## src/rtl/seq_restoring_divider.sv

```systemverilog
// ---------------------------------------------------------------------------
// seq_restoring_divider
//   Iterative unsigned restoring divider. Divides a 2*WIDTH-bit dividend by a
//   WIDTH-bit divisor, producing a WIDTH-bit quotient and a WIDTH-bit remainder.
//   One quotient bit is resolved per clock in CALC. A zero divisor, or a
//   quotient too wide for WIDTH bits, is flagged straight away without
//   iterating. A sideband control word is carried alongside each operation.
//
// Ports
//   clk, rst              rising-edge clock, synchronous active-high reset
//   in_valid / in_ready   operand handshake (in_ready only in IDLE)
//   dividend, divisor     unsigned operands, captured at accept
//   control_signals_in    sideband captured at accept
//   out_valid / out_ready result handshake (out_valid only in DONE)
//   quotient, remainder   results, held stable while out_valid=1
//   div_by_zero, overflow status flags qualified by out_valid
//   control_signals_out   sideband of the operation being presented
//   dbg_state             current FSM state (IDLE=0, CALC=1, DONE=2)
//
// Handshake: a transfer happens on a rising edge where valid & ready are both
// 1. A source holds valid and its data steady until that edge; the receiver's
// ready never depends combinationally on valid. Here both ready/valid outputs
// are pure decodes of the registered state.
// ---------------------------------------------------------------------------
module seq_restoring_divider #(
  parameter int WIDTH                 = 8,
  parameter int CONTROL_SIGNALS_WIDTH = 4
) (
  input  logic                             clk,
  input  logic                             rst,
  input  logic                             in_valid,
  output logic                             in_ready,
  input  logic [2*WIDTH-1:0]               dividend,
  input  logic [WIDTH-1:0]                 divisor,
  input  logic [CONTROL_SIGNALS_WIDTH-1:0] control_signals_in,
  output logic                             out_valid,
  input  logic                             out_ready,
  output logic [WIDTH-1:0]                 quotient,
  output logic [WIDTH-1:0]                 remainder,
  output logic                             div_by_zero,
  output logic                             overflow,
  output logic [CONTROL_SIGNALS_WIDTH-1:0] control_signals_out,
  output logic [1:0]                       dbg_state
);

  localparam int CNT_W = $clog2(WIDTH);
  localparam logic [CNT_W-1:0] LAST_STEP = CNT_W'(WIDTH - 1);

  typedef enum logic [1:0] {
    S_IDLE = 2'd0,
    S_CALC = 2'd1,
    S_DONE = 2'd2
  } state_t;

  state_t                   r_state;
  logic [WIDTH-1:0]         r_p;    // partial remainder, always < r_d in CALC
  logic [WIDTH-1:0]         r_q;    // dividend low half shifting out, quotient shifting in
  logic [WIDTH-1:0]         r_d;    // latched divisor
  logic [CNT_W-1:0]         r_cnt;  // steps completed so far

  logic [WIDTH-1:0]         w_in_p;
  logic [WIDTH-1:0]         w_in_q;
  logic [WIDTH:0]           w_t;
  logic [WIDTH:0]           w_diff;
  logic                     w_ge;
  logic [WIDTH-1:0]         w_p_next;
  logic [WIDTH-1:0]         w_q_next;

  assign w_in_p = dividend[2*WIDTH-1:WIDTH];
  assign w_in_q = dividend[WIDTH-1:0];

  // One restoring step: shift the next dividend bit into the partial
  // remainder and subtract the divisor if it fits. Because r_p < r_d, the
  // (WIDTH+1)-bit trial value minus r_d always fits back into WIDTH bits.
  assign w_t      = {r_p, r_q[WIDTH-1]};
  assign w_ge     = (w_t >= {1'b0, r_d});
  assign w_diff   = w_t - {1'b0, r_d};
  assign w_p_next = w_ge ? w_diff[WIDTH-1:0] : w_t[WIDTH-1:0];
  assign w_q_next = {r_q[WIDTH-2:0], w_ge};

  assign in_ready  = (r_state == S_IDLE);
  assign out_valid = (r_state == S_DONE);
  assign dbg_state = r_state;

  always_ff @(posedge clk) begin
    if (rst) begin
      r_state             <= S_IDLE;
      r_p                 <= '0;
      r_q                 <= '0;
      r_d                 <= '0;
      r_cnt               <= '0;
      quotient            <= '0;
      remainder           <= '0;
      div_by_zero         <= 1'b0;
      overflow            <= 1'b0;
      control_signals_out <= '0;
    end else begin
      case (r_state)
        S_IDLE: begin
          if (in_valid) begin
            r_d                 <= divisor;
            r_p                 <= w_in_p;
            r_q                 <= w_in_q;
            r_cnt               <= '0;
            control_signals_out <= control_signals_in;
            if (divisor == '0) begin
              r_state     <= S_DONE;
              div_by_zero <= 1'b1;
              overflow    <= 1'b0;
              quotient    <= '1;
              remainder   <= '0;
            end else if (w_in_p >= divisor) begin
              // High half already >= divisor: quotient needs more than WIDTH bits.
              r_state     <= S_DONE;
              div_by_zero <= 1'b0;
              overflow    <= 1'b1;
              quotient    <= '1;
              remainder   <= '0;
            end else begin
              r_state <= S_CALC;
            end
          end
        end
        S_CALC: begin
          r_p   <= w_p_next;
          r_q   <= w_q_next;
          r_cnt <= r_cnt + CNT_W'(1);
          if (r_cnt == LAST_STEP) begin
            r_state     <= S_DONE;
            quotient    <= w_q_next;
            remainder   <= w_p_next;
            div_by_zero <= 1'b0;
            overflow    <= 1'b0;
          end
        end
        S_DONE: begin
          if (out_ready) begin
            r_state <= S_IDLE;
          end
        end
        default: begin
          r_state <= S_IDLE;
        end
      endcase
    end
  end

endmodule
```

## config.mk

```make
export PLATFORM = sky130hd
export DESIGN_NAME = seq_restoring_divider
export DESIGN_NICKNAME = d
export VERILOG_FILES = /design/src/rtl/seq_restoring_divider.sv
export SDC_FILE = /design/constraint.sdc
export NUM_CORES = 1
export LEC_CHECK = 0
export ABC_AREA = 1
export CORE_MARGIN = 1
export CORE_UTILIZATION = 30
export CTS_CLUSTER_DIAMETER = 40
export DETAILED_ROUTE_END_ITERATION = 16
export PLACE_DENSITY_LB_ADDON = 0.2
export RECOVER_POWER = 100
export SLEW_MARGIN = 20
export SYNTH_ARGS = -nofsm -noshare
export SYNTH_HDL_FRONTEND = slang
export SYNTH_SLANG_ARGS = --single-unit
```

## constraint.sdc

```tcl
create_clock -name clk -period 3.8 [get_ports clk]
set_input_delay 0.38 -clock clk [delete_from_list [all_inputs] [get_ports clk]]
set_output_delay 0.38 -clock clk [all_outputs]
set_load 0.005 [all_outputs]
```

==> impl_metrics.toml, run 1 <==
[worst_setup_path]
regToRegSetupSlack_ns = 1.12
worstSetupStartpointType = "flip-flop"
rr_endpoint = "r_p[6]"
path_class = "flip-flop to flip-flop"
reg2regPathDepth = 8
setup.worst_path.end = "r_p[6]"
r2r_start = "dbg_state[1]"
worst_ep_arrival_time_ns = 2.90
critPathMaxFanout = 22
crit_start = "dbg_state[1]"
crit_path_end_kind = "flip-flop"
cp.required_ns = 4.02

[floorplanning]
die_h_microns = 101
initial_core_util = 0.315
die-area_sq_um = 10200
row_count = 35
io_pins = 58
dieWidth_microns = 101
coreArea_sq_um = 9370

[logic_synthesis]
synth_cells = 441
synth_cell_types = 30
netlist_area_sq_um = 2950
syn_nets = 492
ys_seq_area_frac = 0.346
async_flop_share = 0
synth_warnings = 0
ys.flop_type = "dfxtp_1"
ys_seq_elements = 51
post_synth.cell_area_avg_sq_um = 6.69
synth_edf_count = 0

[global_route]
grt-ovfl-total = 0
antenna_found_initial = 0
grt_use_total = 0.163
grt_pass1_wl_microns = 13000
grt_pass1_vias = 2723
grt_max_degree = 34

[place]
io_buffers = 57
hpwlAfterDp_microns = 5690
routabilityCongestion = 0.813
place_ws_ns = 1.29
dpl_cell_area_sq_um = 3610

[layout]
area_delta_synth_final_pct = 25.6
nFillCells = 1054
n_antenna_cell = 0
seq_area_sq_um = 1020
drive_gt1_frac = 0.0449
fin_area_sq_um = 3700
multiInputGateArea_sq_um = 1590
utilization = 0.395
layout.nets = 540

[clocking]
h-tree-depth = 2
post_cts_buffers = 0
clk_latency_ns = 0.31
clk_pin_slew_worst_paths_ns = 0.10
cts_tree = "done"
cts_inserted_buffers = 5
cts_max_path_buffers = 2
cts.sinks = 51
cts_root_buf = "clkbuf_8"
cts-resized-gates = 0
postCtsHoldBufs = 0

[pwr]
seqPwrFrac = 0.279
p_int_mw = 1.66
leakagePower_nw = 1.79
clockPowerShare = 0.110
comb_power_share = 0.611
power_density_nw_per_um2 = 862
switching_share = 0.482
switchingPower_mw = 1.54
vdd_drop_max_uv = 351

[sta]
finalSetupViolations = 0
whs_ns = 0.469
timing.final.crit_share = 0.706
slew_violations = 0
relSlewSlack = 0.310
fin_skew_ns = 0.00740
fin_crit_ns = 2.68
rsz0062_at_grt = "no"
fin_ws_ns = 1.12
fin_setup_tns_ns = 0
hold_viol_final = 0
worstMarginPinSlew_ns = 1.03
max_freq_mhz = 373

[routing]
viasPerCell = 4.63
ant_nets = 0
drc_errors = 0
wl_microns = 7720
avgRoutedWirePerCell_microns = 12.5
drtIter0Drc = 154
first_pass_iters = 4
vias = 2865

[min_path]
worstHoldPathType = "flip-flop to flip-flop"

[run_status]
outcome = "complete, no violations"

[flow_run]
drv_cap = 0
stage by stage:
stage	std cells	total power, mW
after floorplan	441	2.29
after global placement	611	2.89
after detailed placement	611	2.91
after CTS	619	3.27
after global routing	619	3.55
final	619	3.19
routing by layer:
metal  share of wire  routed length, microns  global-route usage
met3           0.054                     418              0.0283
met5               0                       0                   0
met2            0.42                    3230               0.251
met1            0.52                    3980               0.233
met4           0.012                      94              0.0468
synthesized netlist by cell type (all sizes together) (6+ instances only):
cell type | number | area share
inv | 65 | 0.083
nor2 | 51 | 0.074
nand3 | 37 | 0.063
dfxtp | 51 | 0.35
clkbuf | 12 | 0.015
buf | 6 | 0.013
nand4 | 13 | 0.028
or2 | 7 | 0.015
a21oi | 37 | 0.063
ha | 18 | 0.076
o211ai | 6 | 0.015
nand2 | 100 | 0.13
o21a | 7 | 0.018
o21ai | 24 | 0.041
how the worst min path moves through the flow:
stage / from / endpoint / depth (start not counted)
after floorplan: r_cnt[0] / r_cnt[0] / 1
after global placement: r_q[5] / r_q[5] / 2
after detailed placement: r_q[5] / r_q[5] / 2
after CTS: r_q[5] / r_q[5] / 2
after global routing: quotient[5] / quotient[5] / 2
final: quotient[5] / quotient[5] / 2
final cells by class:
cell class	instances	area share
Multi-Input combinational cell	306	0.430
Sequential cell	51	0.276
Timing Repair Buffer	59	0.157
Inverter	66	0.0669
Tap cell	129	0.0436
Clock buffer	6	0.0223
Clock inverter	2	0.00439
sequential cells by signal, indices dropped and copies added, names as in the netlist:
name                 count
remainder                8
r_cnt                    3
dbg_state                2
overflow                 1
r_d                      8
r_q                      8
control_signals_out      4
div_by_zero              1
quotient                 8
r_p                      8
layout by cell type (no fill, tap or decap), drive strengths merged:
| master | n |
|---|---|
| nand4 | 13 |
| dlygate4sd3 | 26 |
| a31oi | 1 |
| xor2 | 1 |
| o21a | 7 |
| clkbuf | 7 |
| nand3 | 37 |
| or2 | 7 |
| nor2 | 51 |
| clkinv | 2 |
| o21ai | 24 |
| clkdlybuf4s50 | 31 |
| a21o | 1 |
| a21oi | 37 |
| o21bai | 1 |
| clkinvlp | 1 |
| buf | 1 |
| o211ai | 6 |
| ha | 18 |
| xnor2 | 1 |
| inv | 65 |
| dfxtp | 51 |
| fa | 1 |
| nand2 | 100 |
worst max-delay path: stages, from the launching register on:
cell     delay (ns)
dfxtp_1        0.48
nor2_1         0.13
inv_1          0.13
nor2_4         0.11
nor2_1         0.77
inv_1          0.55
o21a_1         0.32
nand2_1        0.06
inv_1          0.03
cell families (layout without fill, tap and decap cells):
logic type,Yosys count,count (layout),synth area share
xor+xnor,2,2,0.00594
buf+inv,84,133,0.112
simple gates,208,208,0.309
fa+ha+maj,19,19,0.0831
flops,51,51,0.346
compound gates,77,77,0.144
power groups by stage:
stage                     sequential (mW)  combinational [mW]  clock, mW
after floorplan                     0.891                1.40          0
after global placement              0.911                1.98          0
after detailed placement            0.911                2.00          0
after CTS                           0.900                2.01      0.360
after global routing                0.919                2.25      0.380
final                               0.893                1.95      0.351
Note: power is estimated with default switching activity, not from simulation.
==> run 2, diff against run 1 <==
clock period = 2.69 ns   (was 3.8 ns; I/O delays follow)
==> run 2 against run 1 <==
Net effect:
- via count about the same
- global-route usage down 0.46 points
- clock power up 61%
- register-to-register slack lost 0.66 ns
- combinational power is 44% higher
- die area is the same
- non-clock buffer count grew 5
- routed wire length about the same
- sequential cell count unchanged
- critical path type is now input port to flip-flop
- largest cell class unchanged
==> impl_metrics.toml, run 2 (synthesis results as in run 1) <==
[worst_setup_path]
critPathMaxFanout = 12
reg2regPathDepth = 9
path_class = "input port to flip-flop"
worst_ep_arrival_time_ns = 2.51
max_stage_delay_ns = 0.55
path_cells = "clkdlybuf4s50_1 -> inv_1 -> ha_1 -> nand2_1 -> nor2_1 -> nand4_1 -> nand4_1 -> clkbuf_1 -> nand3_1 -> a21oi_1"
cp.required_ns = 2.94
crit_cells = 10
crit_path_top_delay_cell = "clkbuf_1"
cpMostUsedCell = "nand4_1"
critPathTopFamily = "buffers and inverters"
critPathBufInv = 3
worstSetupStartpointType = "input port"
crit_path_end_kind = "flip-flop"

[min_path]
hold_path_depth = 2
worstHoldPathType = "flip-flop to flip-flop"

[floorplanning]
initial_core_util = 0.315
die-area_sq_um = 10200
io_pins = 58
coreArea_sq_um = 9370
row_count = 35
dieWidth_microns = 101
die_h_microns = 101

[layout]
fin_area_sq_um = 3750
layout_common_cells = "99 x nand2_1, 63 x inv_1, 51 x dfxtp_1, 47 x nor2_1"
layout.nets = 545
nFillCells = 1046
drive_gt1_frac = 0.0505
final_common_cell = "nand2_1"
area_delta_synth_final_pct = 27.1
layout.cells.non_filler = 624
n_antenna_cell = 0

[routing]
highest_layer = "met4"
wl_met2_microns = 3370
first_pass_iters = 4
drc_errors = 0
ant_nets = 0
m1WireLength_microns = 3850
wl_met3_microns = 393
avgRoutedWirePerCell_microns = 12.4
wl_microns = 7720
viasPerCell = 4.59
drtIter0Drc = 145
vias = 2864

[clocking]
cts_tree = "done"
cts-resized-gates = 0
cts.sinks = 51
cts_root_buf = "clkbuf_8"
postCtsHoldBufs = 0
clk_pin_slew_worst_paths_ns = 0.10
cts_inserted_buffers = 5
post_cts_buffers = 0
clk_latency_ns = 0.31
h-tree-depth = 2
cts_max_path_buffers = 2

[sta]
fin_crit_ns = 2.26
slew_violations = 0
timing.final.crit_share = 0.839
rsz0062_at_grt = "no"
max_freq_mhz = 443
finalSetupViolations = 0
fin_skew_ns = 0.00856
hold_viol_final = 0
fin_setup_tns_ns = 0
worstMarginPinSlew_ns = 0.786
relSlewSlack = 0.476

[global_route]
grt_use_total = 0.158
grt_pass1_wl_microns = 12800
grt_max_degree = 26
antenna_found_initial = 0
grt_pass1_vias = 2751
grt-ovfl-total = 0

[place]
dpl_cell_area_sq_um = 3650
io_buffers = 57
place_inst = 616
routabilityCongestion = 0.892
hpwlAfterDp_microns = 5870

[run_status]
outcome = "complete, no violations"

[pwr]
seqPwrFrac = 0.273
clockPowerShare = 0.122
p_int_mw = 2.43
vdd_drop_max_uv = 340
comb_power_share = 0.605
power_density_nw_per_um2 = 1230
switchingPower_mw = 2.19
leakagePower_nw = 1.82
switching_share = 0.473

[flow_run]
drv_cap = 0
run 2: changes by cell type in the layout (fill, tap and decap cells not counted), moves of 2 or more:
cell      previous run  this run
buf_4                1         4
clkbuf_1             1         3
o21ai_0             19        24
o21ai_1              5         0
run 2: path summary, 6_finish.rpt:
path / startpoint / end / slack (ns)
worst min register to register: quotient[2] / quotient[2] / 0.46
worst max-delay path: divisor[7] / quotient[6] / 0.43
worst min-delay path: quotient[2] / quotient[2] / 0.46
worst max register to register: dbg_state[0] / r_p[5] / 0.46
run 2: area by class of cell:
cell class | instances | area, sq um | area share
inverters | 66 | 248 | 0.0661
flip-flops and latches | 51 | 1020 | 0.272
clock inverters | 3 | 47.5 | 0.0127
repair buffers | 64 | 612 | 0.163
multi-input cells | 306 | 1590 | 0.424
clock buffers | 5 | 68.8 | 0.0184
well taps | 129 | 161 | 0.0430
run 2: through the flow:
stage / setup WS [ns] / utilization / hold WS [ns] / total power, mW
after global routing: 0.199 / 0.400 / 0.483 / 5.11
after floorplan: 1.03 / - / 0.404 / 3.24
after CTS: 0.598 / 0.402 / 0.466 / 4.77
after detailed placement: 0.485 / 0.390 / 0.451 / 4.19
final: 0.433 / 0.400 / 0.462 / 4.62
after global placement: 0.513 / 0.390 / 0.448 / 4.15
run 2: layer usage:
| layer | GRT usage | up-vias |
|---|---|---|
| li1 | - | 1526 |
| met1 | 0.216 | 1254 |
| met2 | 0.254 | 75 |
| met3 | 0.0297 | 9 |
| met4 | 0.0468 | 0 |
| met5 | 0 | - |
run 2: power groups by stage:
stage          Combinational, mW  Clock, mW  Sequential [mW]
5_1_grt                     3.21      0.607             1.30
3_5_place_dp                2.91          0             1.29
3_3_place_gp                2.87          0             1.28
6_report                    2.80      0.564             1.26
4_1_cts                     2.92      0.581             1.27
2_1_floorplan               1.98          0             1.26
run 2: worst min-delay path: stages (launching register included):
cell and delay, ns:
dfxtp_1 0.32, nand2_1 0.06, a21oi_1 0.05
